**src/rtl/multi_temp_monitor_pkg.sv**
```systemverilog
// multi_temp_monitor_pkg: shared states, header byte and flag bit positions (see MULTI_TEMP_CHECKSUM_EN)
package temp_mon_pkg;
    typedef enum logic [2:0] {IDLE, EVAL, HDR, CHID, TEMP, FLAGS, CSUM, NEXT} state_t;
    localparam logic [7:0] HDR_BYTE = 8'hA5;
    localparam int FLG_ALARM = 0;
    localparam int FLG_SHUT  = 1;
    localparam int FLG_OVR   = 2;
    localparam int FLG_OVER  = 3;
endpackage

```
**src/rtl/multi_temp_monitor_if.sv**
```systemverilog
// multi_temp_monitor_if: byte stream valid/ready link towards the UART transmitter
interface multi_temp_monitor_if;
    logic [7:0] tx_data;
    logic       tx_valid;
    logic       tx_ready;
    modport master (output tx_data, tx_valid, input tx_ready);
    modport slave  (input tx_data, tx_valid, output tx_ready);
endinterface

```
**src/rtl/multi_temp_monitor_ch_eval.sv**
```systemverilog
// temp_ch_eval: per-channel hysteresis alarm and saturating over-threshold counter
module temp_ch_eval #(
    parameter int TEMP_W     = 8,
    parameter int SHUT_COUNT = 3
) (
    input  logic              clk,
    input  logic              reset,
    input  logic              en,
    input  logic [TEMP_W-1:0] temp,
    input  logic [TEMP_W-1:0] hi,
    input  logic [TEMP_W-1:0] lo,
    input  logic [TEMP_W-1:0] sh,
    output logic              alarm,
    output logic              over,
    output logic              trip
);
    localparam logic [7:0] SC = 8'(SHUT_COUNT);
    logic [7:0] cnt, nxt;
    logic       ov;
    // next counter value and trip detect for this evaluation
    always_comb begin
        ov   = temp >= sh;
        nxt  = ov ? (cnt == SC ? cnt : cnt + 8'd1) : 8'd0;
        trip = en && nxt == SC;
    end
    // alarm with hysteresis, counter and over flag update on the eval strobe
    always_ff @(posedge clk) begin
        if (reset) begin
            alarm <= 1'b0;
            over  <= 1'b0;
            cnt   <= 8'd0;
        end else if (en) begin
            alarm <= temp >= hi ? 1'b1 : temp <= lo ? 1'b0 : alarm;
            over  <= ov;
            cnt   <= nxt;
        end
    end
endmodule

```
**src/rtl/multi_temp_monitor.sv**
```systemverilog
// multi_temp_monitor: N-channel snapshot, alarm/shutdown evaluation and per-channel packet stream (MULTI_TEMP_CHECKSUM_EN adds a checksum byte)
module multi_temp_monitor
    import temp_mon_pkg::*;
#(
    parameter int NUM_CH     = 4,
    parameter int TEMP_W     = 8,
    parameter int SHUT_COUNT = 3
) (
    input  logic                     clk,
    input  logic                     reset,
    input  logic [NUM_CH*TEMP_W-1:0] adc,
    input  logic                     sample_tick,
    input  logic [TEMP_W-1:0]        alarm_hi,
    input  logic [TEMP_W-1:0]        alarm_lo,
    input  logic [TEMP_W-1:0]        shut_th,
    multi_temp_monitor_if.master     tx,
    output logic [NUM_CH-1:0]        alarm,
    output logic                     shutdown,
    output logic                     busy,
    output logic                     overrun
);
    localparam logic [3:0] LAST = 4'(NUM_CH - 1);
    state_t                    state;
    logic [NUM_CH*TEMP_W-1:0]  adc_q;
    logic [TEMP_W-1:0]         hi_q, lo_q, sh_q;
    logic [3:0]                ch;
    logic [7:0]                data_q;
    logic                      valid_q;
    logic [NUM_CH-1:0]         over, trip;
    logic [15:0]               alarm_x, over_x;
    logic [TEMP_W-1:0]         temps [16];
    logic [7:0]                chid, temp_b, flags;

    for (genvar i = 0; i < NUM_CH; i++) begin : g_ch
        temp_ch_eval #(.TEMP_W(TEMP_W), .SHUT_COUNT(SHUT_COUNT)) u_ch (
            .clk   (clk),
            .reset (reset),
            .en    (state == EVAL),
            .temp  (adc_q[i*TEMP_W +: TEMP_W]),
            .hi    (hi_q),
            .lo    (lo_q),
            .sh    (sh_q),
            .alarm (alarm[i]),
            .over  (over[i]),
            .trip  (trip[i])
        );
    end

    // byte candidates for the current channel, padded to 16 slots so the 4-bit index fits
    always_comb begin
        temps = '{default: '0};
        for (int i = 0; i < NUM_CH; i++) temps[i] = adc_q[i*TEMP_W +: TEMP_W];
        alarm_x          = 16'(alarm);
        over_x           = 16'(over);
        chid             = {4'b0, ch};
        temp_b           = 8'(temps[ch]);
        flags            = 8'b0;
        flags[FLG_ALARM] = alarm_x[ch];
        flags[FLG_SHUT]  = shutdown;
        flags[FLG_OVR]   = overrun;
        flags[FLG_OVER]  = over_x[ch];
    end

    // control FSM with registered stream outputs; data only reloads on a transfer so it is stable under stall
    always_ff @(posedge clk) begin
        if (reset) begin
            state    <= IDLE;
            adc_q    <= '0;
            hi_q     <= '0;
            lo_q     <= '0;
            sh_q     <= '0;
            ch       <= '0;
            data_q   <= '0;
            valid_q  <= 1'b0;
            busy     <= 1'b0;
            overrun  <= 1'b0;
            shutdown <= 1'b0;
        end else begin
            if (|trip) shutdown <= 1'b1;
            if (sample_tick && state != IDLE) overrun <= 1'b1;
            case (state)
                IDLE: if (sample_tick) begin
                    adc_q <= adc;
                    hi_q  <= alarm_hi;
                    lo_q  <= alarm_lo;
                    sh_q  <= shut_th;
                    busy  <= 1'b1;
                    state <= EVAL;
                end
                EVAL: begin
                    ch      <= '0;
                    valid_q <= 1'b1;
                    data_q  <= HDR_BYTE;
                    state   <= HDR;
                end
                HDR: if (tx.tx_ready) begin
                    data_q <= chid;
                    state  <= CHID;
                end
                CHID: if (tx.tx_ready) begin
                    data_q <= temp_b;
                    state  <= TEMP;
                end
                TEMP: if (tx.tx_ready) begin
                    data_q <= flags;
                    state  <= FLAGS;
                end
                FLAGS: if (tx.tx_ready) begin
`ifdef MULTI_TEMP_CHECKSUM_EN
                    data_q <= chid ^ temp_b ^ data_q;
                    state  <= CSUM;
`else
                    valid_q <= 1'b0;
                    state   <= NEXT;
`endif
                end
                CSUM: if (tx.tx_ready) begin
                    valid_q <= 1'b0;
                    state   <= NEXT;
                end
                NEXT: if (ch == LAST) begin
                    busy  <= 1'b0;
                    state <= IDLE;
                end else begin
                    ch      <= ch + 4'd1;
                    valid_q <= 1'b1;
                    data_q  <= HDR_BYTE;
                    state   <= HDR;
                end
                default: state <= IDLE;
            endcase
        end
    end

    assign tx.tx_data  = data_q;
    assign tx.tx_valid = valid_q;
endmodule

```
**src/flat_wrapper.sv**
```systemverilog
// flat-port wrapper written by rule: the top's interface ports become plain ports
module multi_temp_monitor_flat import temp_mon_pkg::*;
#(
    parameter int NUM_CH     = 4,
    parameter int TEMP_W     = 8,
    parameter int SHUT_COUNT = 3
)
  (clk, reset, adc, sample_tick, alarm_hi, alarm_lo, shut_th, alarm, shutdown, busy, overrun, tx_tx_data, tx_tx_valid, tx_tx_ready);
  multi_temp_monitor_if tx_i ();
  input  logic clk;
  input  logic reset;
  input  logic [NUM_CH*TEMP_W-1:0] adc;
  input  logic sample_tick;
  input  logic [TEMP_W-1:0] alarm_hi;
  input  logic [TEMP_W-1:0] alarm_lo;
  input  logic [TEMP_W-1:0] shut_th;
  output logic [NUM_CH-1:0] alarm;
  output logic shutdown;
  output logic busy;
  output logic overrun;
  output wire logic [$bits(tx_i.tx_data)-1:0] tx_tx_data;
  output wire logic [$bits(tx_i.tx_valid)-1:0] tx_tx_valid;
  input wire logic [$bits(tx_i.tx_ready)-1:0] tx_tx_ready;
  assign tx_tx_data = tx_i.tx_data;
  assign tx_tx_valid = tx_i.tx_valid;
  assign tx_i.tx_ready = tx_tx_ready;
  multi_temp_monitor #(.NUM_CH(NUM_CH), .TEMP_W(TEMP_W), .SHUT_COUNT(SHUT_COUNT)) u_core (.clk(clk), .reset(reset), .adc(adc), .sample_tick(sample_tick), .alarm_hi(alarm_hi), .alarm_lo(alarm_lo), .shut_th(shut_th), .tx(tx_i), .alarm(alarm), .shutdown(shutdown), .busy(busy), .overrun(overrun));
endmodule
```
**config.mk**
```make
export PLATFORM = sky130hd
export DESIGN_NAME = multi_temp_monitor_flat
export DESIGN_NICKNAME = d
export VERILOG_FILES = /design/src/rtl/multi_temp_monitor_pkg.sv /design/src/rtl/multi_temp_monitor_if.sv /design/src/rtl/multi_temp_monitor_ch_eval.sv /design/src/rtl/multi_temp_monitor.sv /design/src/flat_wrapper.sv
export SDC_FILE = /design/constraint.sdc
export NUM_CORES = 1
export LEC_CHECK = 0
export ABC_AREA = 1
export BUFFER_PORTS_ARGS = -buffer_cell sky130_fd_sc_hd__buf_4
export CORE_UTILIZATION = 47
export DETAILED_ROUTE_END_ITERATION = 12
export PLACE_DENSITY_LB_ADDON = 0.1
export SKIP_CTS_REPAIR_TIMING = 1
export SYNTH_ARGS = -nofsm -noshare
export SYNTH_HDL_FRONTEND = slang
export SYNTH_SLANG_ARGS = --single-unit
```
**constraint.sdc**
```tcl
create_clock -name clk -period 1.8 [get_ports clk]
set_clock_uncertainty 0.05 [all_clocks]
set_input_delay 0.09 -clock clk [delete_from_list [all_inputs] [get_ports clk]]
set_output_delay 0.09 -clock clk [all_outputs]
set_load 0.1 [all_outputs]
```
======== Word level (Yosys, flattened, before mapping) ========
Index checks and enable logic that the tools add are counted.
cells by class
  equal/unequal tests ..................... 23
  add/subtract/negate cells ............... 5
  bitwise logic cells ..................... 1
  reductions and logical operators ........ 27
  $lt $le $gt $ge ......................... 14
  multiplexer cells ....................... 43
operator list
  operator             count
  $mux 8               14
  $eq 8x2->1 const B   8
  $ge 8x8->1           8
  $pmux 8 s5           1
  $add 8x1->8 const B  4
  $bmux 8 s4           1
  $le 8x8->1           4
  $pmux 3 s7           1
  $mux 3               5
  $mux 1               14
  $eq 3x3->1 const B   4
  $reduce_and 2->1     6
  $reduce_bool 2->1    6
  $ne 2x2->1 const B   5
  $reduce_and 5->1     2
  $bmux 1 s4           2
  $pmux 4 s2           1
  $eq 3x2->1 const B   2
  $reduce_and 3->1     2
  $reduce_bool 3->1    2
  $ge 5x5->1 const B   1
  $logic_and 1x1->1    5
  $lt 4x5->1 const B   1
  $not 4->5            1
  other kinds (12)     13
word-level totals
  bits in registers ....................... 115

======== Depth between registers and ports, before layout ========
  depth in word-level cells ............... 6
  depth in mapped cells ................... 17

======== Hierarchy ========
Synthesis repeated with hierarchy kept, for this count alone.
unflattened totals
  cell total of the unflattened synthesis .. 1,224
  area, all modules ....................... 8,175.3 µm²
modules (own cells, without submodules)
  module              sequential area each (µm²)  cells each  area an instance (µm²)  instances
  temp_ch_eval        200.2                       189         1,201.2                 4
  multi_temp_monitor  1,501.4                     468         3,370.7                 1

======== Least setup slack after synthesis ========
Ideal clock, no wire load.
  path kind ............................... reg-to-reg
  start point ............................. register u_core.sh_q[3]
  end point ............................... register u_core.shutdown
  setup time .............................. 0.117 ns
  path buffers ............................ 1
  required time ........................... 1.633 ns
  arrival ................................. 1.596 ns
  setup slack ............................. 0.037 ns
  cell stages (with the launch flop) ...... 17
  cell sequence ........................... dfxtp_1 -> inv_1 -> ha_1 -> nand2_1 -> nor2_1 -> nor2_1 -> nand2_1 -> nand2_1 -> nand2_1 -> buf_2 -> o21ai_0 -> nand2_1 -> inv_1 -> nand2_1 -> nand2_1 -> o21bai_1 -> nand2_1
on the way
  word-level cells in the longest chain between the ends .. 5
  elaborated cells between the ends (all ways) .. 17
  those cells by class .................... order compare: 4; eq/ne: 4; mux: 4; reduce/logical: 5
ends and longest elaborated chain
  what                    RTL line                          RTL
  start, declared         multi_temp_monitor.sv:25          logic [TEMP_W-1:0] hi_q, lo_q, sh_q;
  start signal, assigned  multi_temp_monitor.sv:86          sh_q <= shut_th;
  $ge 8x8->1              multi_temp_monitor_ch_eval.sv:22  ov = temp >= sh;
  $mux 8                  multi_temp_monitor_ch_eval.sv:23  nxt = ov ? (cnt == SC ? cnt : cnt + 8'd1) : 8'd0;
  $eq 8x2->1              multi_temp_monitor_ch_eval.sv:24  trip = en && nxt == SC;
  $logic_and 1x1->1       multi_temp_monitor_ch_eval.sv:24
  $reduce_or 4->1 *       multi_temp_monitor.sv:79          if (|trip) shutdown <= 1'b1;
  end signal, assigned    multi_temp_monitor.sv:77          shutdown <= 1'b0;
  end signal, assigned    multi_temp_monitor.sv:79
  end, declared           multi_temp_monitor.sv:18          output logic shutdown,
Every way passes the cells marked *; elsewhere a longest branch is shown, timed or not.
A chain may end at the register's enable or synchronous reset.

======== Worst setup path after layout ========
  start point ............................. register u_core.sh_q[6]
  end point ............................... register u_core.shutdown
The elaborated chain is that of the path after synthesis.

==> results.md <==
- Status: finished with violations
- Failing checks: negative hold slack, negative setup slack
- Worst flop-to-flop path startpoint: u_core.sh_q[6]
- Cell Area, Placed: 0.00869 sq mm
- Hold_ws: -0.0539 ns
- CP endpoint kind: flip-flop
- WL final: 22100 microns
- Ys async rst share: 0%
- CP max stage delay: 0.32 ns
- Vias: 7786
- Total grt overflow: 0
- # DRC: 0
- Setup ws final: -0.0592 ns
- Area share of the largest cell type after synthesis: 30.9%
- WS Path Type: reg2reg
- Max-slew headroom: 68.0%
- Layout Cell Area excl Fill: 0.0101 sq mm
- Die footprint: 0.0163 sq mm
- Post-synthesis cell count: 1061
- Maximum clock insertion buffer count: 2
- Syn Area/Cell: 7.01 sq um
- Port bufs: 75
- Yosys reg bits: 115
- Worst Path Required: 2.07 ns
- Ant diodes: 0
- Area leader, netlist: dfxtp_1
- Register area: 0.00231 sq mm
- Synth unique cells: 38
- Least-Margin Pin Slew: 0.480 ns
- Avg WL per Cell: 15.0 microns
- Sum Neg Setup Slack: -0.0592 ns
- I/O pin total: 76
- Nets: 1408
- Dpl hpwl: 15900 microns
- Rows: 45
- Leak: 4.61 nW
- Fin. Hold Viols: 6
- Slowest cell on crit path: dfxtp_1
- Initial antenna violation count: 0
- First-pass GRT wire length: 33500 microns
- Final Max Tran Viols: 0
- Fill cells: 1372
- Gp weighted congestion: 0.886
- Root buffer cell: clkbuf_16
- Initial DRC count: 514
- Number of setup violations in the final report: 1
- Arrival @ worst endpoint: 2.13 ns
- Worst vdd ir: 1400 uV
- CTS Sinks: 115
- Count leader, synth: nand2_1
- Clock slew at reported path FFs: 0.05 ns
- 1st-pass router iterations: 5
- Initial Util: 48.6%
- Min-delay src: alarm_hi[7]
- CP Launch Type: flip-flop
- TritonCTS clock tree: built
- Vias in the first global route: 6681
- Worst-skew pair later-pin latency: 0.42 ns
- Share of cells above drive strength 1: 21.4%
- Seq/Total Area, Yosys: 30.9%
- Fin util: 66.0%
- HP Class: in2reg
- Ys flop type: dfxtp_1
- Multi-input gate area: 0.00486 sq mm
- EDFF count, synth: 0
- Mapped Nets: 1222
- Largest net degree at the start of global routing: 51
- Tcrit/Tclk final: 103%
- Cts bufs inserted: 17
- Pwr dens: 1510 mW/mm^2
- H-Tree Level Count: 4
- Cell Area, Synth: 0.00744 sq mm
- Vias/cell: 5.30
- Post-place setup slack: -0.267 ns
- Post-synth top cells: nand2_1, a21oi_1, dfxtp_1, o21ai_0, inv_1
- Core Area: 0.0153 sq mm
- Dominant cells by area after synthesis: dfxtp_1, ha_1, nand2_1
- CP startpoint: u_core.sh_q[6]
- CP cell instances: inv_2 -> buf_4 -> ha_1 -> nand2_2 -> nor2_2 -> nand2_4 -> nand2_4 -> o21ai_0 -> nand3_1 -> nand2_1 -> o21bai_1 -> nand2_1
- Minimum clock period: 1.86 ns
- DIE HEIGHT: 128 microns
- Gr usage total: 26.4%
- Routed Antenna Nets: 0
- RSZ-0062 raised after global routing: true
- Worst Path Max Fanout: 5
- Max Fclk: 538 MHz
- Ys Warns: 0
- Die width: 128 microns
- Layout area overhead: 36.0%
- Max-Cap Viols: 0
[metrics by stage]
stage / hold slack, ns / instances / total power, W
floorplan: 0.205 / 1061 / 0.00868
global placement: 0.318 / 1383 / 0.0110
detailed placement: 0.327 / 1383 / 0.0111
CTS: -0.112 / 1414 / 0.0142
global route: 0.0000297 / 1470 / 0.0163
finish: -0.0539 / 1470 / 0.0152
[per-layer routing]
| layer | GRT usage (%) | wire length, microns |
|---|---|---|
| met5 | 0 | 0 |
| met1 | 38.3 | 10900 |
| met2 | 39.0 | 9550 |
| met3 | 6.51 | 1280 |
| met4 | 6.57 | 299 |
[registers in the layout, indices dropped and copies added, names as in the netlist]
signal,flops
u_core.hi_q,8
u_core.g_ch.u_ch.cnt,32
u_core.lo_q,8
u_core.state,3
u_core.g_ch.u_ch.over,4
u_core.sh_q,8
u_core.busy,1
u_core.g_ch.u_ch.alarm,4
u_core.adc_q,32
u_core.tx.tx_data,8
u_core.ch,4
u_core.overrun,1
u_core.tx.tx_valid,1
u_core.shutdown,1
[cells by family after synthesis]
group,count (synthesis),share of synthesized area [%]
simple gates,408,23.0
compound gates,272,19.5
flops,115,30.9
buf+inv,153,8.12
xor+xnor,12,1.41
fa+ha+maj,101,17.0
[final cells by class]
| cell class | count | area share, % |
|---|---|---|
| Sequential cell | 115 | 22.9 |
| Multi-Input combinational cell | 794 | 48.0 |
| Tap cell | 211 | 2.61 |
| Clock buffer | 27 | 5.07 |
| Inverter | 113 | 4.27 |
| Timing Repair Buffer | 206 | 16.9 |
| Clock inverter | 4 | 0.223 |
[layout by cell type (no fill, tap or decap), types with 5 or more instances in the layout]
master	instances
o21ai_0	104
dfxtp_1	106
xor2_1	12
clkbuf_8	5
clkbuf_16	17
nand3_1	75
clkbuf_1	5
buf_4	152
nor3_1	6
nor2_2	7
nand2_2	19
inv_1	98
o22ai_1	12
dlygate4sd3_1	50
inv_2	12
ha_1	88
nor2_1	90
dfxtp_2	9
nand2_1	184
nand2_4	6
ha_4	12
nand4_1	9
a21oi_1	120
[worst paths after layout]
path	end	cells after the start	slack (ns)
max	u_core.shutdown	12	-0.06
min	u_core.hi_q[7]	3	-0.05
max reg2reg	u_core.shutdown	12	-0.06
min reg2reg	u_core.tx.tx_data[6]	2	0.42
[where the power goes]
group / leakage, nW / switching [W] / internal (W) / total, W
Sequential: 0.943 / 0.000471 / 0.00313 / 0.00360
Combinational: 3.40 / 0.00536 / 0.00316 / 0.00852
Clock: 0.263 / 0.00118 / 0.00192 / 0.00310
Total: 4.61 / 0.00702 / 0.00821 / 0.0152
[critical path: cells and delay by family, from the launching register on]
family | cells | cell delay (ns)
AO/OA/AOI/OAI | 2 | 0.26
adder cells (fa/ha/maj) | 1 | 0.28
buffers and inverters | 2 | 0.21
flip-flops | 1 | 0.32
AND/OR/NAND/NOR | 7 | 0.63
No activity file was read; power rests on OpenSTA's default activity.
